**src/rtl/pacman_map_arbiter_if.sv**
```systemverilog
// Signal bundle between the two map-row requesters, the read arbiter and the
// map block memory read port.
interface pacman_map_arbiter_if;
    logic         req0;
    logic [5:0]   addr0;
    logic         gnt0;
    logic         rvalid0;
    logic [127:0] rdata0;

    logic         req1;
    logic [5:0]   addr1;
    logic         gnt1;
    logic         rvalid1;
    logic [127:0] rdata1;

    logic         mem_ena;
    logic [5:0]   mem_addra;
    logic [127:0] mem_douta;

    modport slave (
        input  req0, addr0, req1, addr1, mem_douta,
        output gnt0, rvalid0, rdata0, gnt1, rvalid1, rdata1, mem_ena, mem_addra
    );

    modport master (
        output req0, addr0, req1, addr1, mem_douta,
        input  gnt0, rvalid0, rdata0, gnt1, rvalid1, rdata1, mem_ena, mem_addra
    );
endinterface

```
**src/rtl/pacman_map_arbiter.sv**
```systemverilog
// Two-port read arbiter for the Pacman map block memory: display port has
// priority, game-logic port gets a slot after MAX_WAIT consecutive denials.
module pacman_map_arbiter #(
    parameter int RD_LATENCY = 1,
    parameter int MAX_WAIT   = 4
) (
    input logic                 clka,
    input logic                 rst,
    pacman_map_arbiter_if.slave bus
);
    localparam logic [3:0] WAIT_LIMIT = 4'(MAX_WAIT);

    logic                req0, req1;
    logic                gnt0, gnt1;
    logic [3:0]          wcnt;
    logic [RD_LATENCY:0] vld_pipe;
    logic [RD_LATENCY:0] own_pipe;
    logic                ret_vld, ret_own;

    // Requests are masked by reset so grants drop the moment rst rises.
    assign req0 = bus.req0 & ~rst;
    assign req1 = bus.req1 & ~rst;

    assign gnt1     = req1 & (~req0 | (wcnt == WAIT_LIMIT));
    assign gnt0     = req0 & ~gnt1;
    assign bus.gnt0 = gnt0;
    assign bus.gnt1 = gnt1;

    always_ff @(posedge clka or posedge rst) begin
        if (rst) begin
            wcnt <= '0;
        end else if (~req1 | gnt1) begin
            wcnt <= '0;
        end else if (wcnt != WAIT_LIMIT) begin
            wcnt <= wcnt + 4'd1;
        end
    end

    always_ff @(posedge clka or posedge rst) begin
        if (rst) begin
            bus.mem_ena   <= 1'b0;
            bus.mem_addra <= '0;
        end else begin
            bus.mem_ena <= gnt0 | gnt1;
            if (gnt0) begin
                bus.mem_addra <= bus.addr0;
            end else if (gnt1) begin
                bus.mem_addra <= bus.addr1;
            end
        end
    end

    // Stage 0 lines up with mem_ena; stage RD_LATENCY lines up with mem_douta.
    always_ff @(posedge clka or posedge rst) begin
        if (rst) begin
            vld_pipe <= '0;
            own_pipe <= '0;
        end else begin
            vld_pipe <= {vld_pipe[RD_LATENCY-1:0], gnt0 | gnt1};
            own_pipe <= {own_pipe[RD_LATENCY-1:0], gnt1};
        end
    end

    assign ret_vld = vld_pipe[RD_LATENCY];
    assign ret_own = own_pipe[RD_LATENCY];

    always_ff @(posedge clka or posedge rst) begin
        if (rst) begin
            bus.rvalid0 <= 1'b0;
            bus.rvalid1 <= 1'b0;
            bus.rdata0  <= '0;
            bus.rdata1  <= '0;
        end else begin
            bus.rvalid0 <= ret_vld & ~ret_own;
            bus.rvalid1 <= ret_vld & ret_own;
            if (ret_vld & ~ret_own) begin
                bus.rdata0 <= bus.mem_douta;
            end
            if (ret_vld & ret_own) begin
                bus.rdata1 <= bus.mem_douta;
            end
        end
    end
endmodule
```
**src/flat_wrapper.sv**
```systemverilog
// flat-port wrapper written by rule: the top's interface ports become plain ports
module pacman_map_arbiter_flat 
#(
    parameter int RD_LATENCY = 1,
    parameter int MAX_WAIT   = 4
)
  (clka, rst, bus_req0, bus_addr0, bus_req1, bus_addr1, bus_mem_douta, bus_gnt0, bus_rvalid0, bus_rdata0, bus_gnt1, bus_rvalid1, bus_rdata1, bus_mem_ena, bus_mem_addra);
  pacman_map_arbiter_if bus_i ();
  input logic clka;
  input logic rst;
  input wire logic [$bits(bus_i.req0)-1:0] bus_req0;
  input wire logic [$bits(bus_i.addr0)-1:0] bus_addr0;
  input wire logic [$bits(bus_i.req1)-1:0] bus_req1;
  input wire logic [$bits(bus_i.addr1)-1:0] bus_addr1;
  input wire logic [$bits(bus_i.mem_douta)-1:0] bus_mem_douta;
  output wire logic [$bits(bus_i.gnt0)-1:0] bus_gnt0;
  output wire logic [$bits(bus_i.rvalid0)-1:0] bus_rvalid0;
  output wire logic [$bits(bus_i.rdata0)-1:0] bus_rdata0;
  output wire logic [$bits(bus_i.gnt1)-1:0] bus_gnt1;
  output wire logic [$bits(bus_i.rvalid1)-1:0] bus_rvalid1;
  output wire logic [$bits(bus_i.rdata1)-1:0] bus_rdata1;
  output wire logic [$bits(bus_i.mem_ena)-1:0] bus_mem_ena;
  output wire logic [$bits(bus_i.mem_addra)-1:0] bus_mem_addra;
  assign bus_i.req0 = bus_req0;
  assign bus_i.addr0 = bus_addr0;
  assign bus_i.req1 = bus_req1;
  assign bus_i.addr1 = bus_addr1;
  assign bus_i.mem_douta = bus_mem_douta;
  assign bus_gnt0 = bus_i.gnt0;
  assign bus_rvalid0 = bus_i.rvalid0;
  assign bus_rdata0 = bus_i.rdata0;
  assign bus_gnt1 = bus_i.gnt1;
  assign bus_rvalid1 = bus_i.rvalid1;
  assign bus_rdata1 = bus_i.rdata1;
  assign bus_mem_ena = bus_i.mem_ena;
  assign bus_mem_addra = bus_i.mem_addra;
  pacman_map_arbiter #(.RD_LATENCY(RD_LATENCY), .MAX_WAIT(MAX_WAIT)) u_core (.clka(clka), .rst(rst), .bus(bus_i));
endmodule
```
**config.mk**
```make
export PLATFORM = sky130hd
export DESIGN_NAME = pacman_map_arbiter_flat
export DESIGN_NICKNAME = d
export VERILOG_FILES = /design/src/rtl/pacman_map_arbiter_if.sv /design/src/rtl/pacman_map_arbiter.sv /design/src/flat_wrapper.sv
export SDC_FILE = /design/constraint.sdc
export NUM_CORES = 1
export LEC_CHECK = 0
export BUFFER_PORTS_ARGS = -buffer_cell sky130_fd_sc_hd__buf_2
export CORE_ASPECT_RATIO = 1.5
export CORE_MARGIN = 10
export CORE_UTILIZATION = 30
export CTS_BUF_LIST = sky130_fd_sc_hd__clkbuf_8
export DETAILED_ROUTE_END_ITERATION = 12
export GPL_TIMING_DRIVEN = 0
export PLACE_DENSITY = 0.52
export SETUP_SLACK_MARGIN = 0.5
export SKIP_CTS_REPAIR_TIMING = 1
export SYNTH_ARGS = -nofsm -noshare
export SYNTH_HDL_FRONTEND = slang
export SYNTH_SLANG_ARGS = --single-unit
```
**constraint.sdc**
```tcl
create_clock -name clka -period 18.72 [get_ports clka]
set_input_delay 1.872 -clock clka [delete_from_list [all_inputs] [get_ports clka]]
set_output_delay 1.872 -clock clka [all_outputs]
set_load 0.005 [all_outputs]
```
# ---- Word-level counts from Yosys, hierarchy flattened
# Cells that the tools add are included.
dict set report totals {
  register_bits 273
  latchBits 0
  ramBits 0
  romBits 0
  inputBits 144
  word_cells 32
  n_memories 0
}
dict set report op_classes {
  addsub 1
  mul 0
  n_div 0
  n_lt_le_gt_ge 0
  eq_ne 2
  n_shift 0
  n_mux 4
  bitwise 14
  n_reduce_logical 2
}
# cell count
set ops {}
lappend ops {{$mux W6} 2}
lappend ops {{$mux W4} 2}
lappend ops {{$and A1 B1 Y1} 6}
lappend ops {{$not A1 Y1} 5}
lappend ops {{$add A4 B1 Y4 const B} 1}
lappend ops {{$eq A4 B3 Y1 const B} 1}
lappend ops {{$ne A4 B3 Y1 const B} 1}
lappend ops {{$reduce_bool A2 Y1} 2}
lappend ops {{$or A1 B1 Y1} 3}

# ---- Depth between registers and ports, before layout
dict set report logic_depth {
  ltp_word 8
  ltp_mapped 6
  depth_no_buf 5
}

# ---- Worst setup path after synthesis
# Ideal clock, no wire load.
dict set report synth_timing {
  path_type {input to output}
  startpoint {input rst}
  endpoint {output bus_gnt1}
  t_arrival_ns 8.836
  setup_slack_ns 8.012
  cell_stages 2
  n_path_buf 0
  cell_sequence {inv_1 a31oi_1}
}
dict set report synth_via {
  elab_chain_len 5
}
# item line_no
set synth_lines {}
lappend synth_lines {{start, declared} flat_wrapper.sv:10} ;# input logic rst;
lappend synth_lines {{$not A1 Y1 *} {pacman_map_arbiter.sv:21, pacman_map_arbiter.sv:22}}
lappend synth_lines {{$and A1 B1 Y1} pacman_map_arbiter.sv:21} ;# assign req0 = bus.req0 & ~rst;
lappend synth_lines {{$not A1 Y1} pacman_map_arbiter.sv:24} ;# assign gnt1 = req1 & (~req0 | (wcnt == WAIT_LIMIT));
lappend synth_lines {{$or A1 B1 Y1} pacman_map_arbiter.sv:24}
lappend synth_lines {{$and A1 B1 Y1 *} pacman_map_arbiter.sv:24}
lappend synth_lines {{end, declared} flat_wrapper.sv:19} ;# output wire logic [$bits(bus_i.gnt1)-1:0] bus_gnt1;
# Every way passes the cells marked *; elsewhere a longest branch is shown, timed or not.

# ---- Final worst setup path
# Ends and elaborated chain as after synthesis.

==> flow_summary.yaml <==
status:
  status: "finished clean"
critical_path:
  worstSetupStartpoint: "rst"
  cp-endpoint: "bus_gnt1"
  endpoint_kind: "primary output"
  cp.arrival_ns: 3.42
  start_kind: "input port"
  regToRegEndpoint: "u_core.bus.mem_addra[4]"
  worstPathRequired_ns: 16.85
  rr_startpoint: "u_core.wcnt[0]"
  r2r_setup_slack_ns: 16.96
  critical_path_class: "in2out"
  path_max_fanout: 112
  worst-r2r-cell-count: 5
cells_and_area:
  fin_area_um2: 13700
  area_growth_pct: 35.0
  drive_gt1_frac: 0.467
  nets: 1467
  fillers: 3270
clock_network:
  clock_latency_ns: 0.57
  cts_buffer_depth: 3
  clkTransAtPathRegs_ns: 0.05
  htree_levels: 2
  cts_inserted_buffers: 45
  cts_root_buf: "clkbuf_8"
  clkSinkCount: 272
  cts_tree: "yes"
job:
  maxCapViolations: 0
die:
  pin_count: 411
  start_util: 0.304
  die_w_um: 170
  die-area_um2: 41700
  fp.dieH_um: 245
  num_rows: 82
  core_area_um2: 33300
timing:
  finalSetupViolCount: 0
  post-route-min-period_ns: 5.29
  final-hold-violation-count: 0
  skew_ns: 0.0184
  drv_slew: 0
  rsz0062_at_grt: "false"
  final.setup.worst_slack_ns: 13.43
  slew_headroom: 0.443
  tightestPinTransition_ns: 0.832
  final.setup.tns_ns: 0
  fmax_ghz: 0.189
  min_period_over_period: 0.283
  hold_ws_ns: 0.347
drt:
  vias: 7735
  via_per_inst: 4.36
  drc: 0
  wl_per_cell_um: 19.4
  antenna_left: 0
  first_pass_iters: 6
  wl_um: 34500
  drtIter0Drc: 340
yosys:
  synth_area_leader_cell: "dfrtp_1"
  yosys-top-cells-count: "nand2_1 (385), dfrtp_1 (272), mux2_2 (128), buf_2 (21), clkbuf_1 (15)"
  syn_area_um2: 10100
  synth_top_area_frac: 0.672
  synth.avg_cell_area_um2: 11.8
  synth.most_common_cell: "nand2_1"
  synth_edf_count: 0
  synth.distinct_cells: 23
  synthCells: 862
  yosysSeqAreaShare: 0.672
  synth-async-reset-ratio: 1.00
  yosys_warnings: 0
  synth.area.top_cells: "dfrtp_1 (67%), nand2_1 (14%), mux2_2 (14%)"
  syn_nets: 1008
  synth-seq-cells: 272
  synthFlopType: "dfrtp_1"
hold_path:
  min_path_type: "reg2reg"
placement:
  gp_congestion: 0.805
  dp_slack_ns: 13.32
  io_buffers: 410
  placed_area_um2: 12800
  hpwl_um: 26800
global_route:
  grt_max_degree: 124
  overflow: 0
  grt_first_pass_wirelength_um: 51500
  grt_pass1_vias: 8363
  grtUsageTotal: 0.161
  antenna_found_initial: 8
power_and_ir_drop:
  p_leak_nw: 7.33
  cellPowerDensity_nw_per_um2: 117
  ir_worst_vdd_uv: 63.8
==> final cells by class <==
| type | instances | area (um^2) | share of cell area |
|---|---|---|---|
| inverter | 7 | 33.8 | 0.00247 |
| antenna | 5 | 12.5 | 0.000915 |
| clock inverter | 20 | 120 | 0.00878 |
| clock buffer | 56 | 771 | 0.0564 |
| timing repair buffer | 412 | 2110 | 0.154 |
| tap | 420 | 526 | 0.0384 |
| buffer | 42 | 203 | 0.0148 |
| sequential | 272 | 6810 | 0.498 |
| multi-input combinational | 541 | 3100 | 0.226 |
==> per-stage QoR <==
step           total power, mW   util  cells
2_1_floorplan            0.896      -    862
3_3_place_gp              1.09  0.381   1692
3_5_place_dp              1.10  0.383   1694
4_1_cts                   1.63  0.410   1770
5_1_grt                   1.69  0.410   1774
6_report                  1.60  0.410   1775
==> sequential cells by signal (all words and copies together) (netlist names) <==
register / count
u_core.bus.rdata0: 128
u_core.bus.rdata1: 128
u_core.bus.mem_addra: 6
u_core.wcnt: 4
u_core.own_pipe: 2
u_core.vld_pipe: 2
u_core.bus.rvalid0: 1
u_core.bus.rvalid1: 1
==> report_power, final <==
| group | switching (mW) | leakage (nW) | total (mW) | internal [mW] |
|---|---|---|---|---|
| Combinational | 0.165 | 3.54 | 0.323 | 0.158 |
| Sequential | 0.0539 | 3.28 | 0.754 | 0.700 |
| Clock | 0.237 | 0.505 | 0.520 | 0.283 |
| Total | 0.456 | 7.33 | 1.60 | 1.14 |
==> logic make-up after synthesis <==
logic type,Yosys count,synth area share
XOR/XNOR,2,0.00173
flip-flops,272,0.672
adder cells (fa/ha/maj),2,0.00247
multiplexers,128,0.142
AO/OA/AOI/OAI,9,0.00815
buffers and inverters,49,0.0226
AND/OR/NAND/NOR,400,0.151
==> routing by layer <==
layer  GRT usage  part of all wire  vias up  wire, um
met1       0.163              0.35     3717     12000
met4      0.0608             0.026        6       908
met2       0.297              0.54      269     18800
met3      0.0566             0.080       62      2770
met5           0            0.0010        -        36
li1            -                 -     3681         -
==> cell usage in the layout (no fill, tap or decap), types with 4 or more instances in the layout <==
cell type and n:
a221o_1 6, and2_1 6, buf_4 5, nand2_1 385, buf_2 431, clkbuf_8 56, inv_1 19, nor2_1 4
diode_2 5, mux2_2 128, clkbuf_1 15, dfrtp_1 272
==> how the worst min path moves through the flow <==
stage	from	end	slack, ns	cells past startpoint
3_5_place_dp	u_core.own_pipe[0]	u_core.own_pipe[1]	0.34	0
4_1_cts	u_core.own_pipe[0]	u_core.own_pipe[1]	0.35	0
3_3_place_gp	u_core.own_pipe[0]	u_core.own_pipe[1]	0.34	0
5_1_grt	u_core.own_pipe[0]	u_core.own_pipe[1]	0.35	0
2_1_floorplan	u_core.own_pipe[0]	u_core.own_pipe[1]	0.33	0
6_report	u_core.own_pipe[0]	u_core.own_pipe[1]	0.35	0
==> worst max-delay path, stage by stage <==
cell and delay (ns):
buf_2 0.13, inv_8 0.26, buf_16 0.41, a31oi_1 0.43, buf_2 0.26
(Power assumes the default switching activity.)
